## src/rtl/uart_pkg.sv

```systemverilog
// Shared UART constants and receiver state encoding.
// The baud generator uses the same OVERSAMPLE constant so tick rate and bit length stay consistent.
package uart_pkg;

    localparam int OVERSAMPLE = 16;
    localparam int MID_SAMPLE = 7;

    typedef enum logic [2:0] {
        IDLE   = 3'd0,
        START  = 3'd1,
        DATA   = 3'd2,
        PARITY = 3'd3,
        STOP   = 3'd4,
        BREAK  = 3'd5
    } state_t;

endpackage

```

## src/rtl/uart_rx_ctrl_sync_2ff.sv

```systemverilog
// Two-flop synchroniser for the asynchronous RX pin.
// Resets to 1 so the line reads as idle while RESET is asserted.
module sync_2ff (
    input  logic CLK,
    input  logic RESET,
    input  logic d,
    output logic q
);

    logic meta;

    always_ff @(posedge CLK or posedge RESET) begin
        if (RESET) begin
            meta <= 1'b1;
            q    <= 1'b1;
        end else begin
            meta <= d;
            q    <= meta;
        end
    end

endmodule

```

## src/rtl/uart_rx_ctrl.sv

```systemverilog
// UART receive sequencer: 16x oversampled start/data/stop sampling with done/frame-error strobes.
// Define UART_PARITY_EN to add a parity bit between data and stop, plus the PARITY_ERR output.
module uart_rx_ctrl
    import uart_pkg::*;
#(
    parameter int DATA_BITS = 8,
    parameter int SB_TICKS  = 16
`ifdef UART_PARITY_EN
    ,
    parameter int PARITY_ODD = 0
`endif
) (
    input  logic                 CLK,
    input  logic                 RESET,
    input  logic                 TICK,
    input  logic                 RX,
    output logic [DATA_BITS-1:0] DATA_OUT,
    output logic                 RX_DONE,
    output logic                 FRAME_ERR
`ifdef UART_PARITY_EN
    ,
    output logic                 PARITY_ERR
`endif
);

    localparam int CW = $clog2((SB_TICKS > OVERSAMPLE) ? SB_TICKS : OVERSAMPLE);
    localparam logic [CW-1:0] MID_CNT  = CW'(MID_SAMPLE);
    localparam logic [CW-1:0] BIT_LAST = CW'(OVERSAMPLE - 1);
    localparam logic [CW-1:0] SB_LAST  = CW'(SB_TICKS - 1);
    localparam logic [2:0]    N_LAST   = 3'(DATA_BITS - 1);

    state_t               state;
    logic [CW-1:0]        s_cnt;
    logic [2:0]           n_cnt;
    logic [DATA_BITS-1:0] shreg;
    logic                 rx_s;
`ifdef UART_PARITY_EN
    logic                 perr_q;
`endif

    sync_2ff u_sync (
        .CLK   (CLK),
        .RESET (RESET),
        .d     (RX),
        .q     (rx_s)
    );

    always_ff @(posedge CLK or posedge RESET) begin
        if (RESET) begin
            state      <= IDLE;
            s_cnt      <= '0;
            n_cnt      <= '0;
            // NOTE: the shift register is reset as well, so a partial frame can never leak into DATA_OUT.
            shreg      <= '0;
            DATA_OUT   <= '0;
            RX_DONE    <= 1'b0;
            FRAME_ERR  <= 1'b0;
`ifdef UART_PARITY_EN
            perr_q     <= 1'b0;
            PARITY_ERR <= 1'b0;
`endif
        end else begin
            // NOTE: non-blocking throughout, so every branch below sees the pre-edge register values.
            RX_DONE   <= 1'b0;
            FRAME_ERR <= 1'b0;
`ifdef UART_PARITY_EN
            PARITY_ERR <= 1'b0;
`endif
            case (state)
                IDLE: begin
                    if (!rx_s) begin
                        state <= START;
                        s_cnt <= '0;
                    end
                end
                START: begin
                    if (TICK) begin
                        if (s_cnt == MID_CNT) begin
                            s_cnt <= '0;
                            n_cnt <= '0;
                            state <= rx_s ? IDLE : DATA;
                        end else begin
                            s_cnt <= s_cnt + 1'b1;
                        end
                    end
                end
                DATA: begin
                    if (TICK) begin
                        if (s_cnt == BIT_LAST) begin
                            s_cnt <= '0;
                            shreg <= {rx_s, shreg[DATA_BITS-1:1]};
                            if (n_cnt == N_LAST) begin
`ifdef UART_PARITY_EN
                                state <= PARITY;
`else
                                state <= STOP;
`endif
                            end else begin
                                n_cnt <= n_cnt + 3'd1;
                            end
                        end else begin
                            s_cnt <= s_cnt + 1'b1;
                        end
                    end
                end
`ifdef UART_PARITY_EN
                PARITY: begin
                    if (TICK) begin
                        if (s_cnt == BIT_LAST) begin
                            s_cnt  <= '0;
                            perr_q <= ^shreg ^ rx_s ^ 1'(PARITY_ODD);
                            state  <= STOP;
                        end else begin
                            s_cnt <= s_cnt + 1'b1;
                        end
                    end
                end
`endif
                STOP: begin
                    if (TICK) begin
                        if (s_cnt == SB_LAST) begin
                            s_cnt <= '0;
                            if (rx_s) begin
                                DATA_OUT <= shreg;
                                RX_DONE  <= 1'b1;
`ifdef UART_PARITY_EN
                                PARITY_ERR <= perr_q;
`endif
                                state    <= IDLE;
                            end else begin
                                FRAME_ERR <= 1'b1;
                                state     <= BREAK;
                            end
                        end else begin
                            s_cnt <= s_cnt + 1'b1;
                        end
                    end
                end
                // A line held low after a bad stop bit must go high before another start is accepted.
                BREAK: begin
                    if (rx_s) begin
                        state <= IDLE;
                    end
                end
                default: state <= IDLE;
            endcase
        end
    end

endmodule

```

## config.mk

```make
export PLATFORM = sky130hd
export DESIGN_NAME = uart_rx_ctrl
export DESIGN_NICKNAME = d
export VERILOG_FILES = /design/src/rtl/uart_pkg.sv /design/src/rtl/uart_rx_ctrl_sync_2ff.sv /design/src/rtl/uart_rx_ctrl.sv
export SDC_FILE = /design/constraint.sdc
export NUM_CORES = 1
export LEC_CHECK = 0
export CORE_UTILIZATION = 46
export DETAILED_ROUTE_END_ITERATION = 8
export PLACE_DENSITY = 0.62
export SLEW_MARGIN = 20
export SYNTH_ARGS = -nofsm -noshare
export SYNTH_HDL_FRONTEND = slang
export SYNTH_SLANG_ARGS = --single-unit
export TNS_END_PERCENT = 20
```

## constraint.sdc

```tcl
create_clock -name CLK -period 6.2 [get_ports CLK]
set_clock_uncertainty 0.15 [all_clocks]
set_input_delay 0.93 -clock CLK [delete_from_list [all_inputs] [get_ports CLK]]
set_output_delay 0.93 -clock CLK [all_outputs]
set_load 0.03 [all_outputs]
```

-- Word level (Yosys, flattened, before mapping)
Index checks and enable logic that the tools add are counted.
- input bits: 4
- register bits: 30
- output and inout port bits: 10
- latch bits: 0
- bits in read-only memories: 0
- memories kept: 0
- RAM bits: 0
- logic and storage cells: 70
- shifts and indexed selects: 0
- div/mod/pow operators: 0
- multiply operators: 0
- order comparisons: 0
- bitwise gates (word level): 0
- reduce and logical (&&, ||, !) cells: 9
- add/subtract/negate cells: 2
- equal/unequal tests: 18
- mux-type cells: 32
- operator list (operator ; count):
    two-way mux 3 bit ; 15
    two-way mux 4 bit ; 5
    inequality test 2 bit, second input constant ; 9
    one-hot mux 3 bit (5 select lines) ; 1
    one-hot mux 4 bit (3 select lines) ; 1
    equality test 3 bit, second input constant ; 3
    AND reduction 9 bit ; 1
    two-way mux 1 bit ; 8
    AND reduction 4 bit ; 2
    one-hot mux 3 bit (2 select lines) ; 1
    AND reduction 6 bit ; 1
    adder 4 x 1 -> 4 bit, second input constant ; 1
    equality test 4 x 3 -> 1 bit, second input constant ; 1
    equality test 4 bit, second input constant ; 1
    inequality test 2 x 1 -> 1 bit, second input constant ; 2
    adder 3 x 1 -> 3 bit, second input constant ; 1
    equality test 3 x 1 -> 1 bit, second input constant ; 1
    equality test 3 x 2 -> 1 bit, second input constant ; 1
    logical NOT 3 bit ; 1
    AND reduction 3 bit ; 1
    nonzero test 3 bit ; 1
    two-way mux 2 bit ; 1
    nonzero test 2 bit ; 1
    OR reduction 2 bit ; 1

-- Logic depth before layout (Yosys ltp)
- word-level depth: 5
- gate-level depth with buffers: 6
- depth with buffers taken out: 6

-- Cells and area by module
A second synthesis with hierarchy kept.
- cell total of the unflattened synthesis: 119
- area total of the unflattened synthesis: 1503.9 µm²
- by module, submodules not included (module ; times used ; seq. area each (µm²) ; cells each ; area each (µm²)):
    uart_rx_ctrl ; 1 ; 700.7 ; 116 ; 1447.6
    sync_2ff ; 1 ; 52.6 ; 3 ; 56.3

-- Worst setup path before layout
Ideal clock, no wire load.
- kind: input to register
- start: input TICK
- end: register state[1]
- library setup time: 0.125 ns
- data arrival time: 1.844 ns
- stages: 4
- data required time: 5.925 ns
- path slack: 4.081 ns
- buffers on the path: 0
- cells stage by stage: a21o_1 -> a2111oi_4 -> nor3_2 -> mux2_4
- longest elaborated chain between the ends: 2
- elaborated cells between the ends (all ways): 4
- those cells by class: eq/ne (3); reduce/logical (1)
- RTL lines (item ; line ; source):
    from (decl) ; uart_rx_ctrl.sv:15 ; input logic TICK,
    inequality test 2 bit (no source line) ; -- ;
    AND reduction 9 bit (no source line) (*) ; -- ;
    to (signal assigned) ; uart_rx_ctrl.sv:81 ; state <= rx_s ? IDLE : DATA;
    to (decl) ; uart_rx_ctrl.sv:32 ; state_t state;
Every way passes the cells marked *; elsewhere a longest branch is shown, timed or not.
A chain may end at the register's enable or synchronous reset.

-- Final worst setup path
- start: input TICK
- end: register s_cnt[3]
- longest elaborated chain between the ends: 2
- elaborated cells between the ends (all ways): 3
- those cells by class: eq/ne (2); reduce/logical (1)
- RTL lines (item ; line ; source):
    inequality test 2 x 1 -> 1 bit (no source line) or inequality test 2 bit (tied branches) ; -- ;
    AND reduction 4 bit (no source line) (*) ; -- ;
    to (signal assigned) ; uart_rx_ctrl.sv:83 ; s_cnt <= s_cnt + 1'b1;
    to (signal assigned) ; uart_rx_ctrl.sv:102 ; s_cnt <= s_cnt + 1'b1;
    to (signal assigned) ; uart_rx_ctrl.sv:135 ; s_cnt <= s_cnt + 1'b1;
    to (decl) ; uart_rx_ctrl.sv:33 ; logic [CW-1:0] s_cnt;
Marked as above.

==> out/metrics.yaml <==
timing:
  slew-limit-headroom: 0.5874
  max_freq_mhz: 395.2
  max_slew_violation_count: 0
  final.period_utilization: 0.4081
  rsz0062_at_grt: "false"
  setup_ws_ns: 3.670
  worstMarginPinSlew_ns: 0.6189
  layout_min_cycle_time_ns: 2.530
  timing.final.hold_violations: 0
  setup-violations-final: 0
  fin_setup_tns_ns: 0
power:
  seqPwrFrac: 0.444
  netSwitchingPower_uw: 190.1
  cellPowerDensity_nw_per_um2: 330.5
  intPower_uw: 389.6
  leakage_uw: 0.0008310
  pwr-share-comb: 0.319
  design_power_total_uw: 579.7
  p_clk_frac: 0.237
  power_switching_share: 0.3280
  worst_ir_drop_vdd_mv: 0.1716
global_routing:
  largest_net_degree_at_the_start_of_global_routing: 31
  global_route.overflow_total: 0
  met1_usage_grt: 0.2131
  grt_most_used_layer: "met2"
  grt_util_met3: 0.07576
  grt_util_met2: 0.2429
  grtUsageTotal: 0.1642
  grt_pass1_vias: 900
  grt_first_pass_wirelength_um: 4195
  grt_antenna_before_repair: 0
synthesis:
  async_reset_ff_frac: 1.000
  synth-edff-count: 0
  ys_seq_area_frac: 0.4914
  synth_largest_area_cell: "dfrtp_1"
  netlist.area_leader.share: 0.4571
  portion_of_netlist_area_occupied_by_mux_cells: 0.1641
  ys_seq_elements: 30
  number_of_library_cell_types_mapped_by_synthesis: 47
  syn-num-nets: 129
  synth_simple_gate_area_frac: 0.1486
  yosysWarningCount: 0
  synth_compound_area_frac: 0.1200
  biggest_area_contributors_in_the_synthesized_netlist: "dfrtp_1, mux2_2, mux2_1"
  synth_top_family_by_area: "multiplexers"
  synthesis.instances: 122
  synth_area_in_xor_xnor: 0.01143
  synthAdderAreaFrac: 0.02449
  syn_area_per_cell_um2: 12.56
  synth-main-ff-cell: "dfrtp_1"
  mappedNetlistArea_um2: 1533
placed_design:
  place.gp.congestion: 0.7957
  dpl_worst_slack_ns: 3.349
  count_of_input_and_output_buffers: 13
  dp.final_hpwl_um: 1793
drt:
  total_routed_wirelength_um: 2465
  route.antenna.remaining_nets: 0
  detailroute.via_count: 971
  detail_route.iter0.violations: 33
  detailedRoute.firstPassIterationCount: 5
  drc_errors: 0
  post_drt_via_cell_ratio: 5.365
  detail_routed_net_length_per_standard_cell_um: 13.62
clock_network:
  clk_lat_worst_skew_ns: 0.32
  cts.root.buffer_cell: "clkbuf_4"
  post_cts.resized_instances: 0
  clk_pin_slew_ns: 0.09
  post_cts.repair.setup_buffers: 0
  cts_made_buffers: 5
  postCtsHoldBufs: 0
  numClockSinks: 30
  cts-htree-levels: 2
  cts_max_path_buffers: 2
  tritoncts: "built"
setup_path:
  crit_slowest_cell: "clkdlybuf4s50_1"
  kind_of_capture_point_of_the_worst_setup_path: "flip-flop"
  r2r_path_start: "n_cnt[0]"
  reg_to_reg_slack_setup_ns: 4.10
  path_cells: "clkdlybuf4s50_1 > nor4bb_1 > a31oi_1 > a2111oi_0 > a211o_1"
  critical_path_class: "in -> reg"
  reg2reg_depth: 6
  timing.critical_path.from_type: "input pin"
  crit_arrival_ns: 2.63
  critPathMaxFanout: 7
  required_ns: 6.30
  worstReg2RegEnd: "state[1]"
  slowest_delay_ns: 0.59
min_path:
  worst_hold_path.num_cells: 0
  worst_hold_path_type: "reg -> reg"
  worstHoldEndpoint: "u_sync.q"
  hold_path.startpoint: "u_sync.meta"
job:
  cap_viol_max_count: 0
finish:
  insertedDiodeCount: 0
  drive_gt1_frac: 0.2555
  n_fill_cell: 287
  final_util: 0.5653
  finish.net_count: 143
  area.growth.synth_to_final_pct: 14.45
die:
  core_area_um2: 3103
  die_h_um: 59.73
  dieWidth_um: 59.73
  floorplan.initialDensity: 0.4940
  placement_rows: 20
  io_pins: 14
  die-area_um2: 3567
outcome:
  run_status: "completed"
==> worst max-delay path, delay by kind of cell <==
family	cells	cell delay, ns
AO/OA/AOI/OAI	3	0.82
buffers and inverters	1	0.59
AND/OR/NAND/NOR	1	0.29
==> how the worst max path moves through the flow <==
stage,from,endpoint,slack [ns],depth (start not counted)
6_report,TICK,s_cnt[3],3.67,5
5_1_grt,TICK,s_cnt[3],3.59,5
4_1_cts,TICK,s_cnt[3],3.68,5
3_5_place_dp,TICK,s_cnt[3],3.35,5
3_3_place_gp,TICK,DATA_OUT[0],3.40,4
2_1_floorplan,TICK,state[1],4.08,4
==> synthesized netlist by cell type (2+ instances only) <==
cell type	count
ha_1	3
buf_6	2
inv_1	5
nor3_1	2
a21o_1	2
mux2_4	2
dfstp_2	2
and2_1	3
dfrtp_1	28
nand2_1	6
mux2i_1	3
nand3_1	3
xor2_1	2
mux2_2	10
nor2_1	7
mux2_1	7
a21boi_0	2
buf_2	4
==> registers in the layout, indices dropped and copies added (netlist names) <==
name and cells:
DATA_OUT 8, FRAME_ERR 1, RX_DONE 1, n_cnt 3
s_cnt 4, shreg 8, state 3, u_sync.meta 1
u_sync.q 1
==> per-layer routing <==
layer / vias to the layer above / part of all wire / wire (um)
met1: 477 / 0.48 / 1176
met3: 2 / 0.041 / 100
met4: 0 / 0.0041 / 10
li1: 473 / - / -
met5: - / 0 / 0
met2: 19 / 0.48 / 1178
==> placed cells by master, fill, tap and decap left out, types with 2 or more instances in the layout <==
master / netlist / layout
ha_1: 3 / 3
mux2i_1: 3 / 3
clkbuf_8: 0 / 3
nand3_1: 3 / 3
a21boi_0: 2 / 2
dfrtp_1: 28 / 28
mux2_4: 2 / 2
xor2_1: 2 / 2
and2_1: 3 / 3
nand2_1: 6 / 6
dfstp_2: 2 / 2
clkbuf_4: 0 / 5
mux2_2: 10 / 10
clkdlybuf4s50_1: 0 / 13
inv_1: 5 / 4
nor2_1: 7 / 7
nor3_1: 2 / 2
a21o_1: 2 / 2
mux2_1: 7 / 7
==> kinds of logic after synthesis <==
family          count (synthesis)
simple gates                   36
flops                          30
mux                            22
compound gates                 18
buf+inv                        11
fa+ha+maj                       3
xor+xnor                        2
==> through the flow <==
stage	instance area (um2)	cells	hold slack, ns
after CTS	1754	181	0.2038
after floorplan	1533	122	0.1952
after global routing	1754	181	0.2138
final	1754	181	0.2013
after global placement	1675	173	0.1956
after detailed placement	1675	173	0.1981
==> power groups by stage <==
stage	logic (uW)	registers [uW]	clock network [uW]
floorplan	188	237	0
global placement	183	260	0
detailed placement	186	261	0
CTS	187	257	144
global route	206	261	153
finish	185	257	138
==> layout make-up <==
type                    count  area, um2  share of cell area
flip-flops and latches     30      753.2              0.4294
repair buffers             13      130.1             0.07418
inverters                   5      18.77             0.01070
well taps                  44      55.05             0.03138
multi-input cells          81      718.2              0.4094
clock buffers               8      78.83             0.04494
Power figures use the tool's default switching activity.
